## src/rtl/fetch_sequencer_pkg.sv

```systemverilog
// Shared definitions for the accumulator CPU front end: opcodes, the NOP
// instruction word and the fetch sequencer state encoding.
package fetch_sequencer_pkg;

  typedef enum logic [3:0] {
    OP_NOP = 4'h0,
    OP_LDA = 4'h1,
    OP_STA = 4'h2,
    OP_ADD = 4'h3,
    OP_SUB = 4'h4,
    OP_AND = 4'h5,
    OP_OR  = 4'h6,
    OP_XOR = 4'h7,
    OP_NOT = 4'h8,
    OP_SHL = 4'h9,
    OP_SHR = 4'hA,
    OP_JMP = 4'hB,
    OP_BZ  = 4'hC,
    OP_BC  = 4'hD,
    OP_IN  = 4'hE,
    OP_OUT = 4'hF
  } opcode_e;

  localparam logic [15:0] NOP_INSTR = {OP_NOP, 12'h000};

  typedef enum logic [1:0] {
    ST_IDLE    = 2'd0,
    ST_FETCH   = 2'd1,
    ST_ISSUE   = 2'd2,
    ST_RESOLVE = 2'd3
  } state_e;

endpackage

```

## src/rtl/fetch_sequencer.sv

```systemverilog
// Instruction fetch / program-counter controller: fetches one word over a
// req/ack handshake, issues it for one cycle, then picks the next address.
module fetch_sequencer
  import fetch_sequencer_pkg::*;
#(
  parameter int              PC_W     = 10,
  parameter int              INSTR_W  = 16,
  parameter logic [PC_W-1:0] RESET_PC = '0
) (
  input  logic               clk,
  input  logic               reset,
  input  logic               run,
  output logic               imem_req,
  output logic [PC_W-1:0]    imem_addr,
  input  logic               imem_ack,
  input  logic [INSTR_W-1:0] imem_data,
  output logic [INSTR_W-1:0] instr,
  output logic               instr_valid,
  output logic [PC_W-1:0]    pc,
  output logic               busy,
  input  logic               jmpEnable,
  input  logic               branchEnable,
  input  logic [9:0]         jmpDir,
  input  logic [5:0]         branchDir
);

  localparam logic [INSTR_W-1:0] NOP_W = INSTR_W'(NOP_INSTR);

  state_e               r_state;
  logic [PC_W-1:0]      r_fetch_pc;
  logic [PC_W-1:0]      r_pc;
  logic [INSTR_W-1:0]   r_instr;
  logic                 r_instr_valid;
  logic                 r_imem_req;
  logic                 r_busy;

  state_e               w_state_nxt;
  logic [PC_W-1:0]      w_fetch_pc_nxt;
  logic [PC_W-1:0]      w_pc_nxt;
  logic [INSTR_W-1:0]   w_instr_nxt;
  logic                 w_instr_valid_nxt;
  logic                 w_imem_req_nxt;
  logic signed [5:0]    w_boff;
  logic [PC_W-1:0]      w_branch_pc;
  logic [PC_W-1:0]      w_target_pc;

  // Branch offset is sign-extended to PC width; the sum wraps silently.
  assign w_boff      = branchDir;
  assign w_branch_pc = r_pc + PC_W'(w_boff);

  always_comb begin
    w_target_pc = r_pc + PC_W'(1);
    if (jmpEnable) begin
      w_target_pc = PC_W'(jmpDir);
    end else if (branchEnable) begin
      w_target_pc = w_branch_pc;
    end
  end

  always_comb begin
    w_state_nxt       = r_state;
    w_fetch_pc_nxt    = r_fetch_pc;
    w_pc_nxt          = r_pc;
    w_instr_nxt       = NOP_W;
    w_instr_valid_nxt = 1'b0;
    w_imem_req_nxt    = 1'b0;
    unique case (r_state)
      ST_IDLE: begin
        if (run) begin
          w_state_nxt    = ST_FETCH;
          w_imem_req_nxt = 1'b1;
        end
      end
      ST_FETCH: begin
        w_imem_req_nxt = 1'b1;
        if (imem_ack) begin
          w_state_nxt       = ST_ISSUE;
          w_instr_nxt       = imem_data;
          w_pc_nxt          = r_fetch_pc;
          w_instr_valid_nxt = 1'b1;
          w_imem_req_nxt    = 1'b0;
        end
      end
      ST_ISSUE: begin
        w_state_nxt = ST_RESOLVE;
      end
      ST_RESOLVE: begin
        // Decoder outputs are registered, so they describe the issued word now.
        w_fetch_pc_nxt = w_target_pc;
        w_state_nxt    = run ? ST_FETCH : ST_IDLE;
        w_imem_req_nxt = run;
      end
    endcase
  end

  always_ff @(posedge clk or negedge reset) begin
    if (!reset) begin
      r_state       <= ST_IDLE;
      r_fetch_pc    <= RESET_PC;
      r_pc          <= RESET_PC;
      r_instr       <= NOP_W;
      r_instr_valid <= 1'b0;
      r_imem_req    <= 1'b0;
      r_busy        <= 1'b0;
    end else begin
      r_state       <= w_state_nxt;
      r_fetch_pc    <= w_fetch_pc_nxt;
      r_pc          <= w_pc_nxt;
      r_instr       <= w_instr_nxt;
      r_instr_valid <= w_instr_valid_nxt;
      r_imem_req    <= w_imem_req_nxt;
      r_busy        <= (w_state_nxt != ST_IDLE);
    end
  end

  assign imem_req    = r_imem_req;
  assign imem_addr   = r_fetch_pc;
  assign instr       = r_instr;
  assign instr_valid = r_instr_valid;
  assign pc          = r_pc;
  assign busy        = r_busy;

endmodule

```

## config.mk

```make
export PLATFORM = sky130hd
export DESIGN_NAME = fetch_sequencer
export DESIGN_NICKNAME = d
export VERILOG_FILES = /design/src/rtl/fetch_sequencer_pkg.sv /design/src/rtl/fetch_sequencer.sv
export SDC_FILE = /design/constraint.sdc
export NUM_CORES = 1
export LEC_CHECK = 0
export BUFFER_PORTS_ARGS = -buffer_cell sky130_fd_sc_hd__buf_2
export CORE_ASPECT_RATIO = 1.2
export CORE_MARGIN = 2
export CORE_UTILIZATION = 40
export CTS_BUF_LIST = sky130_fd_sc_hd__clkbuf_8
export CTS_CLUSTER_SIZE = 25
export DETAILED_ROUTE_END_ITERATION = 10
export PLACE_DENSITY = 0.76
export SLEW_MARGIN = 0
export SYNTH_ARGS = -nofsm -noshare
export SYNTH_HDL_FRONTEND = slang
export SYNTH_SLANG_ARGS = --single-unit
```

## constraint.sdc

```tcl
create_clock -name clk -period 2 [get_ports clk]
set_input_delay 0.2 -clock clk [delete_from_list [all_inputs] [get_ports clk]]
set_output_delay 0.2 -clock clk [all_outputs]
set_load 0.03 [all_outputs]
```

* After elaboration in Yosys (flattened, before gate mapping)
Index checks and enable logic that the tools add are counted.
Storage, ports and cells: register bits after elaboration 41, output and inout bits 39, logic and storage cells 28, input port bits 38
Cells by class: reductions and logical operators 3, multiplexer cells 13, add/sub/neg operators 2, equal/unequal tests 3
Operators by type and width (count):
- 16-bit 2-to-1 mux | 2
- 10-bit 2-to-1 mux | 2
- 10-bit by 1-bit adder with 10-bit output, second input constant | 1
- 10-bit adder | 1
- 2-bit case mux with 4 select lines | 1
- 1-bit 2-to-1 mux | 5
- 2-bit equality test, second input constant | 2
- 2-bit 2-to-1 mux | 2
- 1-bit case mux with 3 select lines | 1
- 2-bit by 1-bit equality test with 1-bit output, second input constant | 1
- 2-bit zero test | 1
- 2-bit AND reduction | 1
- 2-bit nonzero test | 1

* Longest topological paths before layout
depth after elaboration 3, mapped depth 8

* Least setup slack after synthesis
OpenSTA, ideal clock, no wires.
kind reg-to-reg, start register r_pc[0], in the netlist pc[0], end register r_fetch_pc[8], in the netlist imem_addr[8], setup slack -0.327 ns, period minus slack after synthesis 2.327 ns, stages on the path, launching flop included 8, arrival time 2.258 ns, data required time 1.930 ns, cells stage by stage dfrtp_1 -> ha_1 -> fa_1 -> a211oi_2 -> o21bai_2 -> mux2i_1 -> or4b_1 -> nand3b_1
Between the ends: longest elaborated chain between the ends 3, elaborated cells on any way between the ends 4
RTL lines:
- from (decl) | RTL line fetch_sequencer.sv:31 | logic [PC_W-1:0] r_pc;
- from (signal assigned) | RTL line fetch_sequencer.sv:108 | r_pc <= w_pc_nxt;
- 10-bit by 1-bit adder with 10-bit output / 10-bit adder (equally long branches) | RTL line fetch_sequencer.sv:52, fetch_sequencer.sv:49
- 10-bit 2-to-1 mux (*) | RTL line fetch_sequencer.sv:55 | end else if (branchEnable) begin
- 10-bit 2-to-1 mux (*) | RTL line fetch_sequencer.sv:53 | if (jmpEnable) begin
- to (signal assigned) | RTL line fetch_sequencer.sv:107 | r_fetch_pc <= w_fetch_pc_nxt;
- to (decl) | RTL line fetch_sequencer.sv:30 | logic [PC_W-1:0] r_fetch_pc;
Every way passes the cells marked *; elsewhere a longest branch is shown, timed or not. A chain may end at the register's enable or synchronous reset.

* Worst setup path in the final report
Ends and elaborated chain as after synthesis.

==> results.md <==
* Die X at approximately 70 µm
* Tot Pwr at ~4.3 mW
* Slew Viols, Final at 0
* Critical Path Max Stage Delay at approximately 0.47 ns
* Final core occ at around 56%
* Max Root-Sink Buffers at 2
* Die Area at approximately 0.0059 mm²
* Wirelength, routed at 4730 µm
* Crit path buf inv count at 0
* Slowest-stage cell, CP: or4b_1
* # nets final at ~330
* Largest net degree at the start of global routing at 29
* Mapped Area at approximately 0.0021 mm²
* Ys async rst share at 100%
* Pre-CTS WS at -0.132 ns
* Power per cell area at roughly 1500 mW/mm²
* CP arrival at around 2.3 ns
* Post-synth top area share at 48.7%
* Residual DRC at 0
* Fin crit period at roughly 2.1 ns
* Average size of a mapped cell at about 11 µm²
* Crit-path max FO at 4
* Worst slew pin tran at ~0.64 ns
* Hold Crit Class: in -> reg
* Sink Count at 41
* EDFF count, synth at 0
* Final period util at 105%
* CP cell instances: ha_4, fa_2, a211oi_4, o21bai_2, mux2i_1, or4b_1, nand3b_1
* Final Wtd Congestion at between 0.7 and 0.8
* CTS clk-pin slew, worst paths at roughly 0.090 ns
* Total placed instance area at about 0.0026 mm²
* Post-Place Cells at between 300 and 400
* Delay-heaviest family, CP: simple AND/OR/NAND/NOR gates
* Max-Cap Viols at 0
* Vias per inst at around 5.2
* Cells after synthesis at approximately 200
* Vias at 1,807
* Die height at between 80 and 90 µm
* Peak Freq at 478 MHz
* Worst slew margin at 57.3%
* Ranking of synthesized cells by area: dfrtp_1, ha_1, mux2_2
* Outcome: finished with violations
* Vias in the first global route at ~1.8k
* Total track usage at around 17%
* CP Launch Type: flip-flop
* Share of layout cells above drive strength 1 at 43.9%
* Area leader, netlist: dfrtp_1
* IO Port Bufs at 76
* H-tree lvl count at 2
* Endpoints failing setup at 4
* Synth-to-layout area growth at 34.0%
* Worst skew pair latency at between 0.2 and 0.3 ns
* Endpoint type of the worst setup path: flip-flop
* Synth Register Bits at just over 40
* Pre-antenna DRT Iters at 4
* Failing checks: setup timing
* Worst VDD drop at about 680 µV
* Crit path required time at between 2 and 2.5 ns
* Most used DFF post-synth: dfrtp_1
* Setup tns final at -0.263 ns
* CTS tree: done
* Design area at around 0.0028 mm²
* HPWL after DPL at between 3000 and 4000 µm
* Sequential area share after synthesis at 48.7%
* Initial drt markers at 108
* Starting Density at between 40% and 50%
* Clock buffer count from CTS at 5
* Endpoints failing hold at 0
* # IOs at 77
* Antenna viol nets, final at 0
* CTS root buf: clkbuf_8
* Worst setup margin at -0.0905 ns
* Static Leakage at between 1 and 1.5 nW
* Fillers at around 470
* Synth unique cells at 51
* Layout Cells excl Fill at approximately 350
* Antenna violations before repair at 0
* # diodes at 0
* Hold_ws at around 0.14 ns
* Syn_nets at ~240
* Synth Warn # at 0
* Crit Path Category: reg -> reg
* Global-route wire length before repair at 7870 µm
* Cell Rows at 28
* Congestion Overflow GR at 0
* Fin Clk Skew at approximately 0.0097 ns
* Unrepaired setup endpoints after global routing: true
* WL/cell at 13.6 µm
* Core area at ~0.005 mm²
[layout by cell type, fill, tap and decap left out, types with 6 or more instances in the layout]
master | synthesis | routed
a21oi_1 | 12 | 12
buf_4 | 4 | 15
nor2_1 | 13 | 13
o21ai_0 | 8 | 6
nand2_1 | 7 | 7
inv_1 | 6 | 6
dfrtp_1 | 41 | 39
buf_2 | 0 | 76
mux2_2 | 10 | 10
and3_1 | 17 | 17
[repair_timing]
| item | CTS | global route |
|---|---|---|
| hold endpoints to repair | 27 | 0 |
| hold buffers | 1 | 0 |
| setup buffers | 1 | 2 |
| resized for setup | 1 | 7 |
| pin swaps | 3 | 4 |
| endpoints found under the setup margin | 3 | 4 |
[state kept, by name (all words and copies together), names as in the netlist]
signal and cells:
imem_addr 10, imem_req 1, busy 1, instr_valid 1, r_state 2, pc 10, instr 16
[worst paths after layout]
path,from,to,slack [ns],depth (start not counted)
setup / recovery,pc[0]$_DFFE_PN0P_,imem_addr[8]$_DFFE_PN0N_,-0.09,7
setup reg to reg,pc[0]$_DFFE_PN0P_,imem_addr[8]$_DFFE_PN0N_,-0.09,7
hold reg to reg,imem_addr[9]$_DFFE_PN0N_,imem_addr[9]$_DFFE_PN0N_,0.51,2
hold / removal,imem_data[14],instr[14]$_DFF_PN0_,0.14,2
max in group asynchronous,reset,instr[14]$_DFF_PN0_,0.91,3
min in group asynchronous,reset,pc[1]$_DFFE_PN0P_,0.46,2
[worst register-to-register path: stages (launching register included)]
cell,delay (ns)
dfrtp_2,0.43
ha_4,0.17
fa_2,0.36
a211oi_4,0.24
o21bai_2,0.12
mux2i_1,0.15
or4b_1,0.47
nand3b_1,0.10
[routing by layer]
metal | vias up | global-route usage (%) | part of all wire, %
li1 | 874 | - | -
met1 | 873 | 18.1 | 38
met3 | 6 | 5.43 | 7.3
met4 | 0 | 5.77 | 1.1
met5 | - | 0 | 0
met2 | 54 | 29.8 | 53
[where the power goes]
part           internal, mW  switching, mW  total (mW)
clock network         0.373          0.294       0.668
registers              1.12          0.257        1.38
logic                 0.969           1.31        2.28
[cell usage after synthesis, types with 2 or more instances]
cell,instances
and3_1,17
mux2i_1,4
clkbuf_1,5
dfrtp_1,41
mux2_2,10
a21oi_1,12
nor4_1,2
buf_4,4
and2_1,5
inv_1,6
nand2b_1,5
o21ai_0,8
nor2_1,13
o211ai_1,2
o21a_1,2
xor2_1,2
ha_1,9
nor2b_1,3
nand3_1,5
nand2_1,7
a211oi_1,4
[area by class of cell]
cell class                 count  area (µm²)  share of cell area, %
tap                           60        75.1                   2.66
sequential                    41        1030                   36.4
inverter                       6        22.5                  0.798
timing repair buffer          93         514                   18.2
multi-input combinational    139        1070                   37.8
clock inverter                 3        46.3                   1.64
clock buffer                   5        68.8                   2.44
[logic make-up after synthesis]
logic type	synth area share (%)
and+or+nand+nor	18.4
AOI/OAI and AO/OA	13.7
DFF	48.7
buffers and inverters	3.92
muxes	7.78
adders and majority gates	6.29
xor gates and xnor gates	1.25
Power figures use the tool's default switching activity.
